<file path="src/rtl/trans_serializer.sv">
// Buffers 128-bit transaction words in a small FIFO and streams them MSB-first as bytes over ready/valid.
// Define TRANS_SERIALIZER_FRAME_EN to wrap each word as 0xA5 header + 16 data bytes + XOR checksum.
module trans_serializer #(
   parameter int DEPTH = 4,
   parameter int LVL_W = $clog2(DEPTH) + 1
) (
   input  logic             clk,
   input  logic             rst_n,
   input  logic [127:0]     data_i,
   input  logic             valid_i,
   output logic [7:0]       byte_o,
   output logic             byte_valid_o,
   input  logic             byte_ready_i,
   output logic [LVL_W-1:0] level_o,
   output logic             overflow_o
);

   localparam int PTR_W = $clog2(DEPTH);
`ifdef TRANS_SERIALIZER_FRAME_EN
   localparam logic [4:0] LAST_IDX = 5'd17;
`else
   localparam logic [4:0] LAST_IDX = 5'd15;
`endif

   typedef enum logic {IDLE, SEND} state_t;

   state_t           state;
   logic [4:0]       idx;
   logic [127:0]     shreg;
   logic [127:0]     mem [DEPTH];
   logic [LVL_W-1:0] wr_ptr;
   logic [LVL_W-1:0] rd_ptr;
   logic [127:0]     rd_word;
   logic             hs;
   logic             pop;
   logic             push;
   logic             empty;
   logic             full;

`ifdef TRANS_SERIALIZER_FRAME_EN
   logic [7:0] chk;

   function automatic logic [7:0] xor_bytes(input logic [127:0] w);
      logic [7:0] r;
      r = 8'h00;
      for (int i = 0; i < 16; i++) r = r ^ w[8*i +: 8];
      return r;
   endfunction
`endif

   // Pointers carry one wrap bit, so their difference is the occupancy directly.
   assign level_o = wr_ptr - rd_ptr;

   always_comb begin
      hs      = byte_valid_o && byte_ready_i;
      empty   = (level_o == '0);
      full    = (level_o == LVL_W'(DEPTH));
      pop     = !empty && ((state == IDLE) || (hs && idx == LAST_IDX));
      push    = valid_i && (!full || pop);
      rd_word = mem[rd_ptr[PTR_W-1:0]];
   end

   always_ff @(posedge clk) begin
      if (push) mem[wr_ptr[PTR_W-1:0]] <= data_i;
   end

   always_ff @(posedge clk or negedge rst_n) begin
      if (!rst_n) begin
         state        <= IDLE;
         idx          <= 5'd0;
         shreg        <= '0;
         byte_o       <= 8'h00;
         byte_valid_o <= 1'b0;
         wr_ptr       <= '0;
         rd_ptr       <= '0;
         overflow_o   <= 1'b0;
`ifdef TRANS_SERIALIZER_FRAME_EN
         chk          <= 8'h00;
`endif
      end else begin
         if (push) wr_ptr <= wr_ptr + 1'b1;
         if (pop)  rd_ptr <= rd_ptr + 1'b1;
         if (valid_i && !push) overflow_o <= 1'b1;

         // A pop always reloads the shifter, covering both IDLE start and back-to-back words.
         if (pop) begin
            state        <= SEND;
            idx          <= 5'd0;
            byte_valid_o <= 1'b1;
`ifdef TRANS_SERIALIZER_FRAME_EN
            byte_o       <= 8'hA5;
            shreg        <= rd_word;
            chk          <= xor_bytes(rd_word);
`else
            byte_o       <= rd_word[127:120];
            shreg        <= {rd_word[119:0], 8'h00};
`endif
         end else if (hs) begin
            if (idx == LAST_IDX) begin
               state        <= IDLE;
               idx          <= 5'd0;
               byte_valid_o <= 1'b0;
            end else begin
               idx <= idx + 5'd1;
`ifdef TRANS_SERIALIZER_FRAME_EN
               if (idx == 5'd16) begin
                  byte_o <= chk;
               end else begin
                  byte_o <= shreg[127:120];
                  shreg  <= {shreg[119:0], 8'h00};
               end
`else
               byte_o <= shreg[127:120];
               shreg  <= {shreg[119:0], 8'h00};
`endif
            end
         end
      end
   end

endmodule

</file>
<file path="config.mk">
export PLATFORM = sky130hd
export DESIGN_NAME = trans_serializer
export DESIGN_NICKNAME = d
export VERILOG_FILES = /design/src/rtl/trans_serializer.sv
export SDC_FILE = /design/constraint.sdc
export NUM_CORES = 1
export LEC_CHECK = 0
export BUFFER_PORTS_ARGS = -buffer_cell sky130_fd_sc_hd__buf_2
export CORE_MARGIN = 10
export CORE_UTILIZATION = 50
export DETAILED_ROUTE_END_ITERATION = 8
export PLACE_DENSITY = 0.67
export SYNTH_ARGS = -nofsm -noshare
export SYNTH_HDL_FRONTEND = slang
export SYNTH_SLANG_ARGS = --single-unit
export TNS_END_PERCENT = 10
</file>
<file path="constraint.sdc">
create_clock -name clk -period 10.05 [get_ports clk]
set_clock_uncertainty 0.05 [all_clocks]
set_input_delay 0.5025 -clock clk [delete_from_list [all_inputs] [get_ports clk]]
set_output_delay 0.5025 -clock clk [all_outputs]
set_load 0.03 [all_outputs]
</file>
Word level (Yosys, flattened, before mapping)
Memories as Yosys holds them, arrays and structs flattened.
Index checks and enable logic that the tools add are counted.
Cells by class
  add/subtract/negate cells: 4
  equality and inequality tests: 3
  multiplexer cells: 14
  bitwise gates (word level): 1
  reductions and logical operators: 15
Operators with widths (count)
  128-bit two-way mux: 3
  8-bit two-way mux: 3
  5-bit two-way mux: 3
  3-bit by 1-bit adder with 3-bit output (second input constant): 2
  5-bit by 1-bit adder with 5-bit output (second input constant): 1
  5-bit by 4-bit equality test with 1-bit output (second input constant): 1
  1-bit logical AND: 5
  1-bit two-way mux: 5
  2-bit AND reduction: 2
  2-bit nonzero test: 2
  3-bit equality test (second input constant): 1
  1-bit logical NOT: 3
  3-bit logical NOT: 1
  3-bit subtractor: 1
  1-bit logical OR: 2
  2-bit != test (second input constant): 1
  1-bit inverter: 1
Word-level totals
  flip-flop bits (word level): 149
  RAM bits: 512
  input port bits: 132
  output and inout bits: 13
  word-level logic and storage cells: 45
  memories kept: 1
Memories
  mem: depth 4, width 128, read ports 1, clocked after Yosys merged registers in 0, write ports 1, RTL line 30  | logic [127:0] mem [DEPTH];

Longest topological paths before layout
  depth after elaboration: 8
  depth in mapped cells: 10

Worst setup path before layout
Ideal clock, no wire load.
  path kind: register to register
  from: register idx[0]
  to: memory mem[3][0] (enable)
  library setup time: 0.694 ns
  arrival time: 8.236 ns
  data required time: 9.306 ns
  slack: 1.069 ns
  stages on the path, launching flop included: 6
  buffers on the path: 1
  period minus slack after synthesis: 8.981 ns
  cells stage by stage: dfrtp_1 -> ha_1 -> nand4b_2 -> o21a_1 -> clkbuf_1 -> a31oi_1
Between the ends
  cells in the longest elaborated chain, start to end: 8
Ends and longest elaborated chain
  start, declared: RTL line 28  | logic [4:0] idx;
  start signal, assigned: RTL line 104  | idx <= idx + 5'd1;
  5-bit by 4-bit equality test with 1-bit output: RTL line 58  | pop = !empty && ((state == IDLE) || (hs && idx == LAST_IDX));
  1-bit logical AND: RTL line 58
  1-bit logical OR: RTL line 58
  1-bit logical AND: RTL line 58
  1-bit logical OR: RTL line 59  | push = valid_i && (!full || pop);
  1-bit logical AND: RTL line 59
  1-bit two-way mux: RTL line 64  | if (push) mem[wr_ptr[PTR_W-1:0]] <= data_i;
  1-bit two-way mux (implied by the code): RTL line 64
  end, declared: RTL line 30
No other way between the ends.

Worst setup path in the final report
  from: register rd_ptr[0]
  to: register rd_ptr[1]
Between the ends
  cells in the longest elaborated chain, start to end: 4
  elaborated cells between the ends (all ways): 5
  those cells by class: add/sub: 2; reduce/logical: 3
Ends and longest elaborated chain
  start, declared: RTL line 32  | logic [LVL_W-1:0] rd_ptr;
  start signal, assigned: RTL line 82  | if (pop) rd_ptr <= rd_ptr + 1'b1;
  3-bit subtractor: RTL line 52  | assign level_o = wr_ptr - rd_ptr;
  3-bit logical NOT: RTL line 56  | empty = (level_o == '0);
  1-bit logical NOT: RTL line 58
  1-bit logical AND: RTL line 58
Parallel ways exist; a longest one is shown, timed or not.
A chain may end at the register's enable or synchronous reset.

==> out/metrics.csv <==
stage;metric;value;unit
outcome;status;finished, final reports clean;
clock_network;htree_num_levels;3;
job;drv_cap;0;
synth;avgSynthCellArea;17.51;sq um
sta;setup_viol;0;
routing;drtIter0Drc;1335;
routing;finalWirelength;55540;um
clock_network;cts_made_buffers;68;
clock_network;clock_path_buffers;3;
final_layout;fin_nets;1710;
final_layout;drive_above_1_share;25.09;%
die;die_h;245.7;um
routing;wl_per_cell;24.17;um
setup_path;cp_slowest_cell;nor2_4;
synth;syn_area;25460;sq um
grt;grt_max_degree;109;
sta;finalCritPeriodShare;42.22;%
setup_path;critPathCaptureType;register;
setup_path;crit_path_max_fanout;73;
clock_network;post_cts.repair.setup_buffers;0;
clock_network;cts-root-buf;clkbuf_16;
synth;ys_types;41;
setup_path;regToRegSetupSlack;5.81;ns
setup_path;cpPeakStageDelay;0.85;ns
setup_path;r2r-end;rd_ptr[1]$_DFFE_PN0P_;
setup_path;path_class;register to register;
place;port_buffers;144;
synth;synth_nets;1594;
setup_path;crit_chain;ha_1 > fa_1 > xnor3_2 > inv_2 > nor2_4 > buf_4 > nor2_1 > mux2_2;
die;core;50270;sq um
grt;grt_pass1_vias;13940;
synth;synthArstFlopShare;21.59;%
synth;netlist_instances;1454;
sta;tightest_slew;1.109;ns
min_path;hold_path.class;primary input to register;
synth;synth-edff-count;512;
setup_path;crit_start;rd_ptr[0]$_DFFE_PN0P_;
grt;grt_pass1_wl;86050;um
clock_network;cts_tree;done;
synth;ys_warn_count;0;
pwr;power_density;299.9;nW/um^2
setup_path;worstRegToRegCells;8;
setup_path;crit-reg2reg-launch;rd_ptr[0]$_DFFE_PN0P_;
final_layout;fillers;3833;
sta;finalHoldViolCount;0;
routing;antenna_left;0;
die;ios;145;
setup_path;cp.required;10.48;ns
routing;vias;13860;
grt;antenna_found_initial;10;
setup_path;critPathLaunchType;register;
place;gp_routability_congestion;0.7736;
sta;setup_tns;0;ns
clock_network;clock-sinks;653;
routing;dr.pass1.iters;6;
place;dpl.hpwl;32070;um
die;die-area;60350;sq um
clock_network;clkTransAtPathRegs;0.06;ns
sta;relSlewSlack;26.10;%
pwr;leakage;9.596;nW
synth;ys_seq_elements;653;
setup_path;cp.arrival;4.67;ns
die;initial_core_util;50.65;%
sta;max_freq;0.2357;GHz
pwr;total_power;8.653;mW
setup_path;endpoint;rd_ptr[1]$_DFFE_PN0P_;
final_layout;syn2layout_area_growth;13.32;%
sta;rsz0062_at_grt;no;
routing;via_per_inst;6.030;
synth;synth_flop_cell;edfxtp_1;
die;die_width;245.7;um
clock_network;worst_skew_pair.late_latency;0.59;ns
grt;grt_overflow;0;
final_layout;final_util;57.39;%
pwr;irDropWorstVdd;0.2928;mV
synth;ys_seq_area_share;74.24;%
die;rows;82;
routing;drc;0;
sta;slew_viol_final;0;
grt;grtUsageTotal;18.46;%
sta;period_minus_slack;4.243;ns
cell usage after synthesis, drive strengths merged (2+ instances only):
master  count  area, sq um
mux2        2        22.52
xor2        2        17.52
xnor2       2        17.52
a31oi     121        757.0
dfrtp     141         3528
nand2       8        30.03
a22o        8        70.07
inv         9        33.78
buf        47        297.8
clkbuf     74        277.8
nor2        2        15.01
mux4      128         2883
nand3     124        620.6
a21oi     121        605.6
ha          7        87.58
edfxtp    512        15370
and2        5        33.78
o21ai     125        629.4
metal layers:
metal	part of all wire [%]	GRT usage, %	vias up
met4	2.0	5.918	2
met2	49	28.80	480
li1	-	-	6122
met3	6.7	3.866	83
met5	0.023	0	-
met1	42	25.73	7169
registers in the layout, summed over array words and instances (netlist names):
register / count
wr_ptr: 3
state: 1
overflow_o: 1
mem: 512
byte_o: 8
idx: 5
rd_ptr: 3
shreg: 120
placed cells by master (no fill, tap or decap), drive strengths merged, types with 11 or more instances in the layout:
master  instances
mux4          128
o21ai         125
clkinv         29
clkbuf         85
inv            11
edfxtp        512
buf           166
a21oi         121
nand3         124
a31oi         121
dfrtp         141
report_power, final:
group          internal, mW  switching (mW)  leakage (nW)
combinational         0.809            1.44          2.34
clock                  1.43           0.990          1.06
sequential             3.71           0.278          6.20
how the worst min path moves through the flow:
stage               slack [ns]  cells after the start                  start                     to
detailed placement        0.43                      1  shreg[11]$_DFFE_PN0P_  shreg[11]$_DFFE_PN0P_
global placement          0.43                      1  rd_ptr[2]$_DFFE_PN0P_  rd_ptr[2]$_DFFE_PN0P_
CTS                       0.04                      1             data_i[82]   mem[0][82]$_DFFE_PP_
finish                    0.08                      1             data_i[83]   mem[0][83]$_DFFE_PP_
floorplan                 0.16                      0                  rst_n  byte_o[0]$_DFFE_PN0P_
global route              0.06                      1             data_i[30]   mem[2][30]$_DFFE_PP_
critical path, delay by kind of cell, from the launching register on:
family                   cells  cell delay [ns]
flip-flops                   1             0.69
buffers and inverters        2             0.78
XOR/XNOR                     1             0.31
adder cells (fa/ha/maj)      2             0.66
multiplexers                 1             0.36
AND/OR/NAND/NOR              2             1.24
logic make-up after synthesis:
| kind of cell | share of synthesized area [%] |
|---|---|
| xor gates and xnor gates | 0.2310 |
| AOI/OAI and AO/OA | 8.368 |
| muxes | 11.45 |
| and+or+nand+nor | 2.899 |
| DFF | 74.24 |
| adders and majority gates | 0.4226 |
| buffers and inverters | 2.393 |
metrics by stage:
stage	cells	hold slack, ns	setup WS (ns)	cell area [sq um]
5_1_grt	2298	0.06095	5.507	28850
4_1_cts	2294	0.04424	5.793	28840
3_3_place_gp	2171	0.4304	5.883	26690
3_5_place_dp	2171	0.4348	5.811	26690
2_1_floorplan	1454	0.1569	1.069	25460
6_report	2298	0.07864	5.807	28850
final cells by class:
type | count | area [sq um] | area share, %
inverters | 9 | 33.78 | 0.1171
clock inverters | 37 | 306.5 | 1.062
repair buffers | 167 | 902.1 | 3.126
flip-flops and latches | 653 | 18910 | 65.54
clock buffers | 85 | 1839 | 6.374
multi-input cells | 671 | 6011 | 20.83
well taps | 672 | 840.8 | 2.914
diodes | 4 | 10.01 | 0.03469
what timing repair did:
action,CTS,global route
hold buffers,1,0
endpoints found under the hold margin,64,0
gates resized for setup,0,0
Power figures use the tool's default switching activity.
